--- src/rtl/lenet_pkg.sv ---
// Shared constants and FSM state type for the LeNet layer blocks.
package lenet_pkg;

  localparam int FC1_N_IN  = 400;
  localparam int FC1_N_OUT = 120;
  localparam int FC1_SHIFT = 8;

  typedef enum logic [2:0] {
    IDLE,
    LOAD_BIAS,
    MAC,
    FLUSH,
    WRITE,
    DONE
  } fc1_state_t;

endpackage

--- src/rtl/lenet_mac_int8.sv ---
// Registered int8 x int8 multiply-accumulate into a wrapping 32-bit accumulator.
module lenet_mac_int8
  import lenet_pkg::*;
(
  input  logic               clk,
  input  logic               rst,
  input  logic               load,
  input  logic               acc_en,
  input  logic signed [31:0] load_val,
  input  logic signed [7:0]  a,
  input  logic signed [7:0]  b,
  output logic signed [31:0] acc
);

  logic signed [15:0] prod;

  assign prod = a * b;

  always_ff @(posedge clk) begin
    if (rst) begin
      acc <= '0;
    end else if (load) begin
      acc <= load_val;
    end else if (acc_en) begin
      acc <= acc + 32'(prod);
    end
  end

endmodule

--- src/rtl/lenet_fc1.sv ---
// LeNet FC1 layer: N_IN-input, N_OUT-neuron int8 fully connected layer with requantization.
// Optional ReLU before saturation is enabled by defining LENET_FC1_RELU_EN.
module lenet_fc1
  import lenet_pkg::*;
#(
  parameter int N_IN  = FC1_N_IN,
  parameter int N_OUT = FC1_N_OUT,
  parameter int SHIFT = FC1_SHIFT
) (
  input  logic               clk,
  input  logic               rst,
  input  logic               start,
  output logic               busy,
  output logic               done,
  output logic [8:0]         in_addr,
  input  logic signed [7:0]  in_rd_data,
  output logic [15:0]        w_addr,
  input  logic signed [7:0]  w_rd_data,
  output logic [6:0]         b_addr,
  input  logic signed [31:0] b_rd_data,
  output logic [6:0]         out_addr,
  output logic signed [7:0]  out_wr_data,
  output logic               out_wr_en
);

`ifdef LENET_FC1_RELU_EN
  localparam bit RELU_EN = 1'b1;
`else
  localparam bit RELU_EN = 1'b0;
`endif

  fc1_state_t         state, state_next;
  logic [6:0]         n;
  logic [8:0]         k;
  logic               last_k, last_n;
  logic               mac_load, mac_acc;
  logic signed [31:0] acc;
  logic signed [31:0] shifted;
  logic signed [7:0]  y;

  assign last_k = (k == 9'(N_IN - 1));
  assign last_n = (n == 7'(N_OUT - 1));

  always_ff @(posedge clk) begin
    if (rst) begin
      state <= IDLE;
      n     <= '0;
      k     <= '0;
    end else begin
      state <= state_next;
      case (state)
        IDLE:      if (start) n <= '0;
        LOAD_BIAS: k <= '0;
        MAC:       if (!last_k) k <= k + 9'd1;
        WRITE:     if (!last_n) n <= n + 7'd1;
        default:   ;
      endcase
    end
  end

  always_comb begin
    state_next = state;
    case (state)
      IDLE:      if (start) state_next = LOAD_BIAS;
      LOAD_BIAS: state_next = MAC;
      MAC:       if (last_k) state_next = FLUSH;
      FLUSH:     state_next = WRITE;
      WRITE:     state_next = last_n ? DONE : LOAD_BIAS;
      DONE:      state_next = IDLE;
      default:   state_next = IDLE;
    endcase
  end

  // Read data lags the address by one cycle, so MAC cycle k accumulates
  // element k-1 and the first MAC cycle instead takes the bias fetched in LOAD_BIAS.
  assign mac_load = (state == MAC) && (k == 9'd0);
  assign mac_acc  = ((state == MAC) && (k != 9'd0)) || (state == FLUSH);

  lenet_mac_int8 u_mac (
    .clk      (clk),
    .rst      (rst),
    .load     (mac_load),
    .acc_en   (mac_acc),
    .load_val (b_rd_data),
    .a        (in_rd_data),
    .b        (w_rd_data),
    .acc      (acc)
  );

  always_comb begin
    shifted = acc >>> SHIFT;
    if (RELU_EN && (shifted < 0)) begin
      shifted = '0;
    end
    if (shifted > 127) begin
      y = 8'sd127;
    end else if (shifted < -128) begin
      y = -8'sd128;
    end else begin
      y = shifted[7:0];
    end
  end

  assign busy        = (state != IDLE);
  assign done        = (state == DONE);
  assign out_wr_en   = (state == WRITE);
  assign out_wr_data = (state == WRITE) ? y : '0;
  assign in_addr     = k;
  assign w_addr      = 16'(n) * 16'(N_IN) + 16'(k);
  assign b_addr      = n;
  assign out_addr    = n;

endmodule

--- config.mk ---
export PLATFORM = sky130hd
export DESIGN_NAME = lenet_fc1
export DESIGN_NICKNAME = d
export VERILOG_FILES = /design/src/rtl/lenet_pkg.sv /design/src/rtl/lenet_mac_int8.sv /design/src/rtl/lenet_fc1.sv
export SDC_FILE = /design/constraint.sdc
export NUM_CORES = 1
export LEC_CHECK = 0
export CORE_MARGIN = 4
export CORE_UTILIZATION = 50
export CTS_BUF_LIST = sky130_fd_sc_hd__clkbuf_4 sky130_fd_sc_hd__clkbuf_8
export CTS_CLUSTER_DIAMETER = 60
export CTS_CLUSTER_SIZE = 20
export DETAILED_ROUTE_END_ITERATION = 7
export PLACE_DENSITY = 0.82
export SKIP_LAST_GASP = 1
export SYNTH_ARGS = -nofsm -noshare
export SYNTH_HDL_FRONTEND = slang
export SYNTH_SLANG_ARGS = --single-unit
--- constraint.sdc ---
create_clock -name clk -period 19.5 [get_ports clk]
set_clock_uncertainty 0.1 [all_clocks]
set_input_delay 3.9 -clock clk [delete_from_list [all_inputs] [get_ports clk]]
set_output_delay 3.9 -clock clk [all_outputs]
set_load 0.005 [all_outputs]
-- Word-level counts from Yosys, hierarchy flattened
Cells that the tools add are included.
- add/sub/neg operators: 4
- eq/ne operators: 11
- reduce and logical (&&, ||, !) cells: 13
- magnitude comparators: 2
- multipliers: 2
- muxes and demuxes: 14
- operators with widths (operator ; count):
    2-to-1 mux 32 bit ; 2
    adder 32 x 16 -> 32 bit ; 1
    > comparator 24 x 8 -> 1 bit (second input constant) ; 1
    less-than comparator 24 x 8 -> 1 bit (second input constant) ; 1
    2-to-1 mux 8 bit ; 3
    case mux 9 bit (2 select lines) ; 1
    adder 16 x 9 -> 16 bit ; 1
    multiplier 8 x 8 -> 16 bit ; 1
    case mux 3 bit (5 select lines) ; 1
    2-to-1 mux 7 bit ; 2
    case mux 7 bit (2 select lines) ; 1
    multiplier 7 x 5 -> 12 bit (second input constant) ; 1
    adder 9 x 1 -> 9 bit (second input constant) ; 1
    == test 9 bit (second input constant) ; 1
    logical NOT 9 bit ; 1
    2-to-1 mux 3 bit ; 3
    2-to-1 mux 9 bit ; 1
    nonzero test 9 bit ; 1
    != test 2 bit (second input constant) ; 4
    adder 7 x 1 -> 7 bit (second input constant) ; 1
    == test 7 bit (second input constant) ; 1
    == test 3 x 2 -> 1 bit (second input constant) ; 2
    == test 3 bit (second input constant) ; 2
    nonzero test 2 bit ; 3
    7 further kinds ; 9
- input port bits: 51
- register bits: 51
- output and inout bits: 50

-- Longest topological paths before layout
Gate-level depths: netlist of run 1.
- depth in word-level cells: 5
- gate-level depth with buffers: 22
- gate-level depth less buffers: 21

-- Cells and area by module
Synthesis of run 1 repeated with hierarchy kept, for this count alone.
- cell total of the unflattened synthesis: 943
- area, all modules: 8757.1 µm²
- by module, submodules not included (module ; instances ; cells an instance ; area each (µm²) ; sequential area each (µm²)):
    lenet_mac_int8 ; 1 ; 696 ; 6702.7 ; 640.6
    lenet_fc1 ; 1 ; 247 ; 2054.5 ; 380.4

-- Least setup slack after synthesis of run 1
OpenSTA, ideal clock, no wires.
- path kind: input-to-reg
- start: in w_rd_data[1]
- end: reg u_mac.acc[29]
- stages: 18
- required time: 19270 ps
- data arrival time: 9504 ps
- buffers on the path: 2
- path slack: 9765 ps
- cells stage by stage: clkbuf_1 and2_1 fa_1 fa_1 fa_1 fa_1 ha_1 ha_1 buf_2 a21o_1 a21o_1 a21oi_1 o22ai_1 or3_1 a41oi_2 nor2b_1 nor4_1 o22ai_1
- word-level cells in the longest chain between the ends: 4
- ends and longest elaborated chain (item ; line ; RTL):
    start, declared ; lenet_fc1.sv:18 ; input logic signed [7:0] w_rd_data,
    multiplier 8 x 8 -> 16 bit ; lenet_mac_int8.sv:17 ; assign prod = a * b;
    adder 32 x 16 -> 32 bit ; lenet_mac_int8.sv:25 ; acc <= acc + 32'(prod);
    2-to-1 mux 32 bit ; lenet_mac_int8.sv:24 ; end else if (acc_en) begin
    2-to-1 mux 32 bit ; lenet_mac_int8.sv:22 ; end else if (load) begin
    end signal, assigned ; lenet_mac_int8.sv:23 ; acc <= load_val;
    end signal, assigned ; lenet_mac_int8.sv:25 ;
    end, declared ; lenet_mac_int8.sv:12 ; output logic signed [31:0] acc
No other way between the ends. The select of a mux whose other input is x is not followed.
A chain may end at the register's enable or synchronous reset.

-- Final worst setup path of run 1
- start: in w_rd_data[2]
- end: reg u_mac.acc[29]
Same word-level chain as after synthesis.

==> results of run 1 <==
==> routing by layer <==
metal,up-vias,GRT usage [%],wire (um)
met4,0,5.613,470
met1,3356,29.20,8932
li1,3290,-,-
met3,42,4.322,1349
met2,230,38.22,10360
met5,-,0,0
==> cell type report <==
class | count | area (um2) | share of cell area (%)
multi-input combinational | 735 | 6935 | 70.31
timing repair buffer | 105 | 1033 | 10.48
tap | 220 | 275.3 | 2.790
clock buffer | 6 | 76.32 | 0.7737
sequential | 51 | 1021 | 10.35
clock inverter | 2 | 38.79 | 0.3932
inverter | 129 | 484.2 | 4.909
==> worst reg2reg max path, cell delays in order (launching register included) <==
cell and delay, ps:
dfxtp_1 320, inv_1 80, fa_1 560, inv_1 60, fa_1 500, inv_1 50, fa_1 490, inv_1 60
fa_1 430, fa_1 460, ha_1 350, nand2_1 80, o211a_1 240, or4_4 440, a211oi_2 310, o31ai_1 140
o31ai_1 320, xnor2_1 160, nand2_1 70, a31oi_1 140
==> layout by cell type, fill, tap and decap left out, types with 8 or more instances in the layout <==
| master | count |
|---|---|
| a21o_1 | 13 |
| dfxtp_1 | 51 |
| o21ai_0 | 16 |
| xnor2_1 | 34 |
| nor2_1 | 84 |
| ha_1 | 103 |
| nand3_1 | 14 |
| fa_1 | 139 |
| nand4_1 | 16 |
| inv_1 | 128 |
| nor3_1 | 9 |
| nand2_1 | 91 |
| and2_1 | 34 |
| xor2_1 | 18 |
| a311oi_1 | 15 |
| a31oi_1 | 9 |
| a211oi_1 | 13 |
| a21oi_1 | 41 |
| nor4_1 | 8 |
| clkdlybuf4s50_1 | 99 |
==> per-stage QoR <==
step	setup WS, ps	cells
6_report	9323	1248
5_1_grt	8847	1248
2_1_floorplan	9765	954
3_5_place_dp	8983	1240
4_1_cts	9337	1248
3_3_place_gp	9100	1240
==> state kept, by name, indices dropped and copies added, names as in the netlist <==
| register | count |
|---|---|
| u_mac.acc | 32 |
| in_addr | 9 |
| b_addr | 7 |
| state | 3 |
==> worst max-delay path by stage <==
stage                    endpoint          start  slack (ps)  depth (start not counted)
CTS                 u_mac.acc[29]  in_rd_data[7]        9340                         20
global route        u_mac.acc[29]  in_rd_data[7]        8850                         20
global placement    u_mac.acc[29]  in_rd_data[7]        9100                         20
detailed placement  u_mac.acc[29]  in_rd_data[7]        8980                         20
finish              u_mac.acc[29]   w_rd_data[2]        9320                         20
floorplan           u_mac.acc[29]   w_rd_data[1]        9770                         18
==> cells by family (layout without fill, tap and decap cells) <==
logic type / Yosys count / count (layout) / synth area share, %
AND/OR/NAND/NOR: 289 / 289 / 15.76
buffers and inverters: 168 / 242 / 7.929
XOR/XNOR: 52 / 52 / 5.276
multiplexers: 2 / 2 / 0.2319
AO/OA/AOI/OAI: 150 / 150 / 11.81
flip-flops: 51 / 51 / 11.83
adder cells (fa/ha/maj): 242 / 242 / 47.17
==> impl_metrics.yaml, run 1 <==
sta:
  slew_viol_final: 0
  fin_crit_sh_pct: 52.19
  relSlewSlack_pct: 29.02
  final-hold-violation-count: 0
  hold_ws_ps: 417.6
  worst_pin_slew_ps: 1062
  min_period_ps: 10180
  finalSetupTns_ps: 0
  rsz0062_at_grt: "no"
  clock.fmax_ghz: 0.09826
  setup_viol_count_final: 0
synth:
  ys.flop_type: "dfxtp_1"
  synthesis.nets: 1247
  netlist.area_leader.share_pct: 32.24
  yosysSeqAreaShare_pct: 11.83
  synth-edff-count: 0
  synth_common_cells: "139 x fa_1, 128 x inv_1, 103 x ha_1, 91 x nand2_1, 84 x nor2_1"
  synth_seq_cells: 51
  yosys.area.top_type: "fa_1"
  synth.distinct_cells: 54
  synthArstFlopShare_pct: 0
  synth.avg_cell_area_um2: 9.048
  synth.most_common_cell: "fa_1"
  syn_area_um2: 8632
  yosys_warnings: 0
  synthCells: 954
  yosys-top-cells-area: "fa_1 32%, ha_1 15%, dfxtp_1 12%, inv_1 5.6%, nand2_1 4.0%"
routing:
  drt_iter0_drc: 431
  wl_per_cell_um: 16.91
  drt-total-wl_mm: 21.11
  drcViolationCount: 0
  firstDrtPassIters: 5
  dr_total_vias: 6918
  viasPerCell: 5.543
  antenna_left: 0
clock_network:
  cts_tree: "done"
  cts_buffers: 5
  root_buffer: "clkbuf_8"
  insertion_delay_ps: 340
  postCtsHoldBufs: 0
  cts.reportedPaths.clkPinSlew_ps: 110
  cts_resized: 0
  clk_path_buf_depth: 2
  htree_levels: 2
  post_cts_buffers: 0
  cts_sinks: 51
die:
  start_util_pct: 51.50
  coreArea_um2: 16760
  die_area_um2: 19430
  rows: 47
  dieHeight_um: 139.4
  die_x_um: 139.4
  num_io_pins: 101
critical_path:
  start_kind: "primary input"
  r2r_setup_slack_ps: 14070
  critPathKind: "primary input to flop"
  crit_family: "adder cells"
  critical_path_buf_inv_count: 4
  crit_fanout: 13
  rr_endpoint: "u_mac.acc[31]"
  arrival_ps: 10290
  reg2regPathDepth: 19
  cp_common_cell: "fa_1"
  slowest_stage: "inv_1"
  rr_startpoint: "u_mac.acc[6]"
  end_kind: "flop"
  crit_chain: "clkdlybuf4s50_1, nand2_1, inv_1, fa_1, inv_1, fa_1, inv_1, fa_1, fa_1, ha_1, ha_1, a21o_1, a21o_1, a21oi_1, o22ai_1, or3_1, a41oi_2, nor2b_1, nor4_1, o22ai_1"
  crit_required_ps: 19610
  cpPeakStageDelay_ps: 670
global_routing:
  grt_max_degree: 45
  first_global_vias: 7274
  grt_pass1_wl_mm: 35.71
  antenna_found_initial: 0
  grt_usage_pct: 22.31
  globalRouteOverflowTotal: 0
finish:
  drive_gt1_share_pct: 2.237
  final_nets: 1320
  fin_util_pct: 58.86
  num-fill-cells: 1458
  antenna_cells: 0
  stdcell_area_um2: 9864
  syn_to_final_growth_pct: 14.28
min_path:
  min_path_cells: 2
  hold_class: "flop to flop"
  hold_end: "u_mac.acc[0]"
  min_from: "u_mac.acc[0]"
outcome:
  status: "completed"
place:
  gp_congestion: 0.9229
  place_area_um2: 9749
  port_buffers: 100
  hpwl_mm: 17.35
flow_run:
  cap_violations: 0
Power of run 1 is left out: the tool's default activity adds up to more than one toggle a clock period on the data nets, which glitch-free logic cannot reach.
==> run 2, diff against run 1 <==
==> constraint.sdc (replaced) <==
create_clock -name clk -period 10.49 [get_ports clk]
set_clock_uncertainty 0.1 [all_clocks]
set_input_delay 2.098 -clock clk [delete_from_list [all_inputs] [get_ports clk]]
set_output_delay 2.098 -clock clk [all_outputs]
set_load 0.005 [all_outputs]
==> run 2 against run 1 <==
  * Critical path type unchanged
  * Wire length decreased by 0.79%
  * Critical endpoint unchanged
  * Count of clock-buffer cells in the layout unchanged
  * Critical path depth unchanged
==> impl_metrics.yaml, run 2 (synthesis results as in run 1) <==
outcome:
  status: "completed"
sta:
  fin_crit_sh_pct: 80.53
  relSlewSlack_pct: 22.26
  setup_viol_count_final: 0
  min_period_ps: 8447
  worst_pin_slew_ps: 1163
  rsz0062_at_grt: "no"
  hold_ws_ps: 408.9
  final-hold-violation-count: 0
  finalSetupTns_ps: 0
  clock.fmax_ghz: 0.1184
  slew_viol_final: 0
place:
  gp_congestion: 0.9218
  hpwl_mm: 17.28
  port_buffers: 100
clock_network:
  cts_tree: "done"
  root_buffer: "clkbuf_8"
  cts_resized: 0
  cts_sinks: 51
  insertion_delay_ps: 340
  cts_buffers: 5
  clk_path_buf_depth: 2
  cts.reportedPaths.clkPinSlew_ps: 100
  post_cts_buffers: 0
  htree_levels: 2
  postCtsHoldBufs: 0
routing:
  drt-total-wl_mm: 20.94
  wl_per_cell_um: 16.78
  firstDrtPassIters: 5
  antenna_left: 0
  drcViolationCount: 0
  viasPerCell: 5.546
  dr_total_vias: 6921
  drt_iter0_drc: 398
die:
  dieHeight_um: 139.4
  die_area_um2: 19430
  start_util_pct: 51.50
  num_io_pins: 101
  die_x_um: 139.4
  rows: 47
  coreArea_um2: 16760
critical_path:
  critPathKind: "primary input to flop"
  crit_family: "adder cells"
  slowest_stage: "inv_1"
  rr_endpoint: "u_mac.acc[31]"
  reg2regPathDepth: 19
  critical_path_buf_inv_count: 4
  crit_fanout: 13
  startpoint: "w_rd_data[2]"
  cpPeakStageDelay_ps: 670
  endpoint: "u_mac.acc[29]"
  crit_chain: "clkdlybuf4s50_1, nand2_1, inv_1, fa_1, inv_1, fa_1, inv_1, fa_1, fa_1, ha_1, ha_1, a21o_1, a21o_1, a21oi_1, o22ai_1, or3_1, a41oi_2, nor2b_1, nor4_1, o22ai_1"
  r2r_setup_slack_ps: 5130
  crit_required_ps: 10580
  end_kind: "flop"
  cp_common_cell: "fa_1"
  arrival_ps: 8540
  cp_num_cells: 20
  rr_startpoint: "u_mac.acc[6]"
  start_kind: "primary input"
finish:
  final_nets: 1320
  fin_util_pct: 58.86
  num-fill-cells: 1491
  syn_to_final_growth_pct: 14.28
  mostFrequentLayoutCells: "139 x fa_1, 128 x inv_1, 103 x ha_1"
  largest_register_ffs: 32
  largest_register: "u_mac.acc"
  antenna_cells: 0
  drive_gt1_share_pct: 2.237
  final_common_cell: "fa_1"
global_routing:
  grt_usage_pct: 21.95
  first_global_vias: 7087
  globalRouteOverflowTotal: 0
  antenna_found_initial: 0
  grt_pass1_wl_mm: 35.20
  grt_max_degree: 45
min_path:
  hold_class: "flop to flop"
  min_path_cells: 2
flow_run:
  cap_violations: 0
==> run 2: through the flow <==
| step | cells | worst slack, ps | area, um2 |
|---|---|---|---|
| floorplan | 954 | 2557 | 8632 |
| global placement | 1240 | 1880 | 9749 |
| detailed placement | 1240 | 1711 | 9749 |
| CTS | 1248 | 2036 | 9864 |
| global route | 1248 | 1573 | 9864 |
| finish | 1248 | 2043 | 9864 |
==> run 2: routing by layer <==
metal | wire, um | track usage [%] | share of wire (%) | vias to the layer above
li1 | - | - | - | 3289
met1 | 9030 | 29.84 | 43 | 3372
met2 | 10110 | 36.82 | 48 | 213
met3 | 1242 | 3.568 | 5.9 | 47
met4 | 564 | 5.510 | 2.7 | 0
met5 | 0 | 0 | 0 | -
==> run 2: worst min-delay path by stage <==
stage,from,end,slack [ps]
after detailed placement,u_mac.acc[4],u_mac.acc[4],400
after global routing,u_mac.acc[4],u_mac.acc[4],450
after global placement,u_mac.acc[4],u_mac.acc[4],390
final,u_mac.acc[0],u_mac.acc[0],410
after CTS,u_mac.acc[4],u_mac.acc[4],410
after floorplan,u_mac.acc[1],u_mac.acc[1],380
==> run 2: worst reg2reg max path, stage by stage (launching register included) <==
cell and delay [ps]:
dfxtp_1 320, inv_1 70, fa_1 550, inv_1 60
fa_1 500, inv_1 50, fa_1 490, inv_1 60
fa_1 440, fa_1 460, ha_1 360, nand2_1 80
o211a_1 230, or4_4 440, a211oi_2 270, o31ai_1 150
o31ai_1 310, xnor2_1 160, nand2_1 70, a31oi_1 130
==> run 2: area by class of cell <==
class / instances / area [um2] / area share, %
clock inverter: 2 / 38.79 / 0.3932
multi-input combinational: 735 / 6935 / 70.31
tap: 220 / 275.3 / 2.790
timing repair buffer: 105 / 1033 / 10.48
sequential: 51 / 1021 / 10.35
clock buffer: 6 / 76.32 / 0.7737
inverter: 129 / 484.2 / 4.909
Power of run 2 is left out for the same reason.
==> run 3, diff against run 2 <==
--- a/config.mk
+++ b/config.mk
@@ -11,7 +11,7 @@
 export CTS_CLUSTER_DIAMETER = 60
 export CTS_CLUSTER_SIZE = 20
 export DETAILED_ROUTE_END_ITERATION = 7
-export PLACE_DENSITY = 0.82
+export PLACE_DENSITY = 0.84
 export SKIP_LAST_GASP = 1
 export SYNTH_ARGS = -nofsm -noshare
 export SYNTH_HDL_FRONTEND = slang
==> constraint.sdc (replaced) <==
create_clock -name clk -period 7 [get_ports clk]
set_clock_uncertainty 0.1 [all_clocks]
set_input_delay 1.4 -clock clk [delete_from_list [all_inputs] [get_ports clk]]
set_output_delay 1.4 -clock clk [all_outputs]
set_load 0.005 [all_outputs]
==> run 3 against run 2 <==
  * Setup slack lost 1900 ps
  * Register-to-register slack lost 3500 ps
  * Hold slack gained 4.2 ps
  * Sequential cell count is the same
  * Sequential share of layout area shrank 0.62 points
  * Highest routed layer unchanged
==> impl_metrics.yaml, run 3 (synthesis results as in run 1) <==
critical_path:
  critPathKind: "primary input to flop"
  arrival_ps: 6970
  end_kind: "flop"
  crit_fanout: 3
  start_kind: "primary input"
  crit_required_ps: 7130
  r2r_setup_slack_ps: 1620
clock_network:
  root_buffer: "clkbuf_8"
  cts_buffers: 5
  cts_tree: "done"
  clk_path_buf_depth: 2
  cts.reportedPaths.clkPinSlew_ps: 100
  htree_levels: 2
  cts_sinks: 51
  postCtsHoldBufs: 0
  insertion_delay_ps: 310
sta:
  finalSetupTns_ps: 0
  layout_setup_ws_ps: 157.6
  fin_crit_sh_pct: 97.75
  final-hold-violation-count: 0
  setup_viol_count_final: 0
  clock.fmax_ghz: 0.1461
  worst_pin_slew_ps: 1236
  rsz0062_at_grt: "yes"
  relSlewSlack_pct: 17.33
  min_period_ps: 6842
  slew_viol_final: 0
place:
  gp_congestion: 0.8904
  hpwl_mm: 18.27
  port_buffers: 100
  place_ws_ps: -220.3
flow_run:
  cap_violations: 0
die:
  die_x_um: 139.4
  coreArea_um2: 16760
  start_util_pct: 51.50
  num_io_pins: 101
  die_area_um2: 19430
  rows: 47
  dieHeight_um: 139.4
global_routing:
  grt_max_degree: 45
  grt_pass1_wl_mm: 37.72
  antenna_found_initial: 1
  grt_usage_pct: 23.14
  globalRouteOverflowTotal: 0
  first_global_vias: 7821
routing:
  drt-total-wl_mm: 21.90
  viasPerCell: 5.580
  wl_per_cell_um: 16.60
  drt_iter0_drc: 406
  firstDrtPassIters: 5
  drcViolationCount: 0
  dr_total_vias: 7360
  antenna_left: 0
finish:
  largest_register: "u_mac.acc"
  syn_to_final_growth_pct: 21.53
  mostFrequentLayoutCells: "139 x fa_1, 128 x inv_1, 103 x ha_1"
  largest_register_ffs: 32
  fin_util_pct: 62.59
  final_nets: 1390
  drive_gt1_share_pct: 8.834
  final_common_cell: "fa_1"
outcome:
  status: "completed"
min_path:
  hold_class: "flop to flop"
run 3: cell count changes in the layout (fill, tap and decap cells not counted), moves of 2 or more:
cell,delta
buf_12,+3
buf_4,+66
clkdlybuf4s50_1,-3
dlymetal6s2s_1,+4
nand2_1,-2
nand2_2,+2
run 3: path summary, 6_finish.rpt:
path	to	cells past startpoint	start
setup / recovery	u_mac.acc[31]	19	w_rd_data[0]
hold reg to reg	u_mac.acc[0]	2	u_mac.acc[0]
setup reg to reg	u_mac.acc[31]	19	u_mac.acc[6]
hold / removal	u_mac.acc[0]	2	u_mac.acc[0]
run 3: repair_timing:
action                     CTS  global route
resized for setup            0            10
setup endpoints to repair    0            11
setup buffers                0             0
run 3: worst max-delay path: stages:
cell,delay (ps)
clkdlybuf4s50_1,560
and2_2,190
inv_1,70
fa_1,500
inv_1,60
fa_1,510
fa_1,450
fa_1,560
fa_1,430
ha_1,340
nand2_1,80
o211a_1,250
or4_4,460
a211oi_4,340
o31ai_1,140
o31ai_1,260
xnor2_1,160
nand2_1,70
a31oi_1,140
run 3: per-stage QoR:
stage | hold slack [ps] | instance area (um2) | std cells
global route | 430.7 | 10490 | 1319
CTS | 412.0 | 10460 | 1318
floorplan | 376.3 | 8635 | 954
detailed placement | 397.5 | 10320 | 1310
finish | 413.0 | 10490 | 1319
global placement | 392.1 | 10320 | 1310
run 3: metal layers:
metal | vias to the layer above | share of wire, % | GRT usage (%)
met2 | 271 | 49 | 39.62
met1 | 3610 | 42 | 31.06
met4 | 0 | 2.1 | 5.510
met3 | 51 | 7.0 | 3.533
met5 | - | 0 | 0
li1 | 3428 | - | -
run 3: final cells by class:
| type | instances | area, um2 |
|---|---|---|
| diodes | 1 | 2.502 |
| clock inverters | 2 | 60.06 |
| fillers | 1360 | 6270 |
| repair buffers | 175 | 1615 |
| multi-input cells | 735 | 6955 |
| inverters | 129 | 484.2 |
| clock buffers | 6 | 76.32 |
| well taps | 220 | 275.3 |
| flip-flops and latches | 51 | 1021 |
Power of run 3 is left out for the same reason.
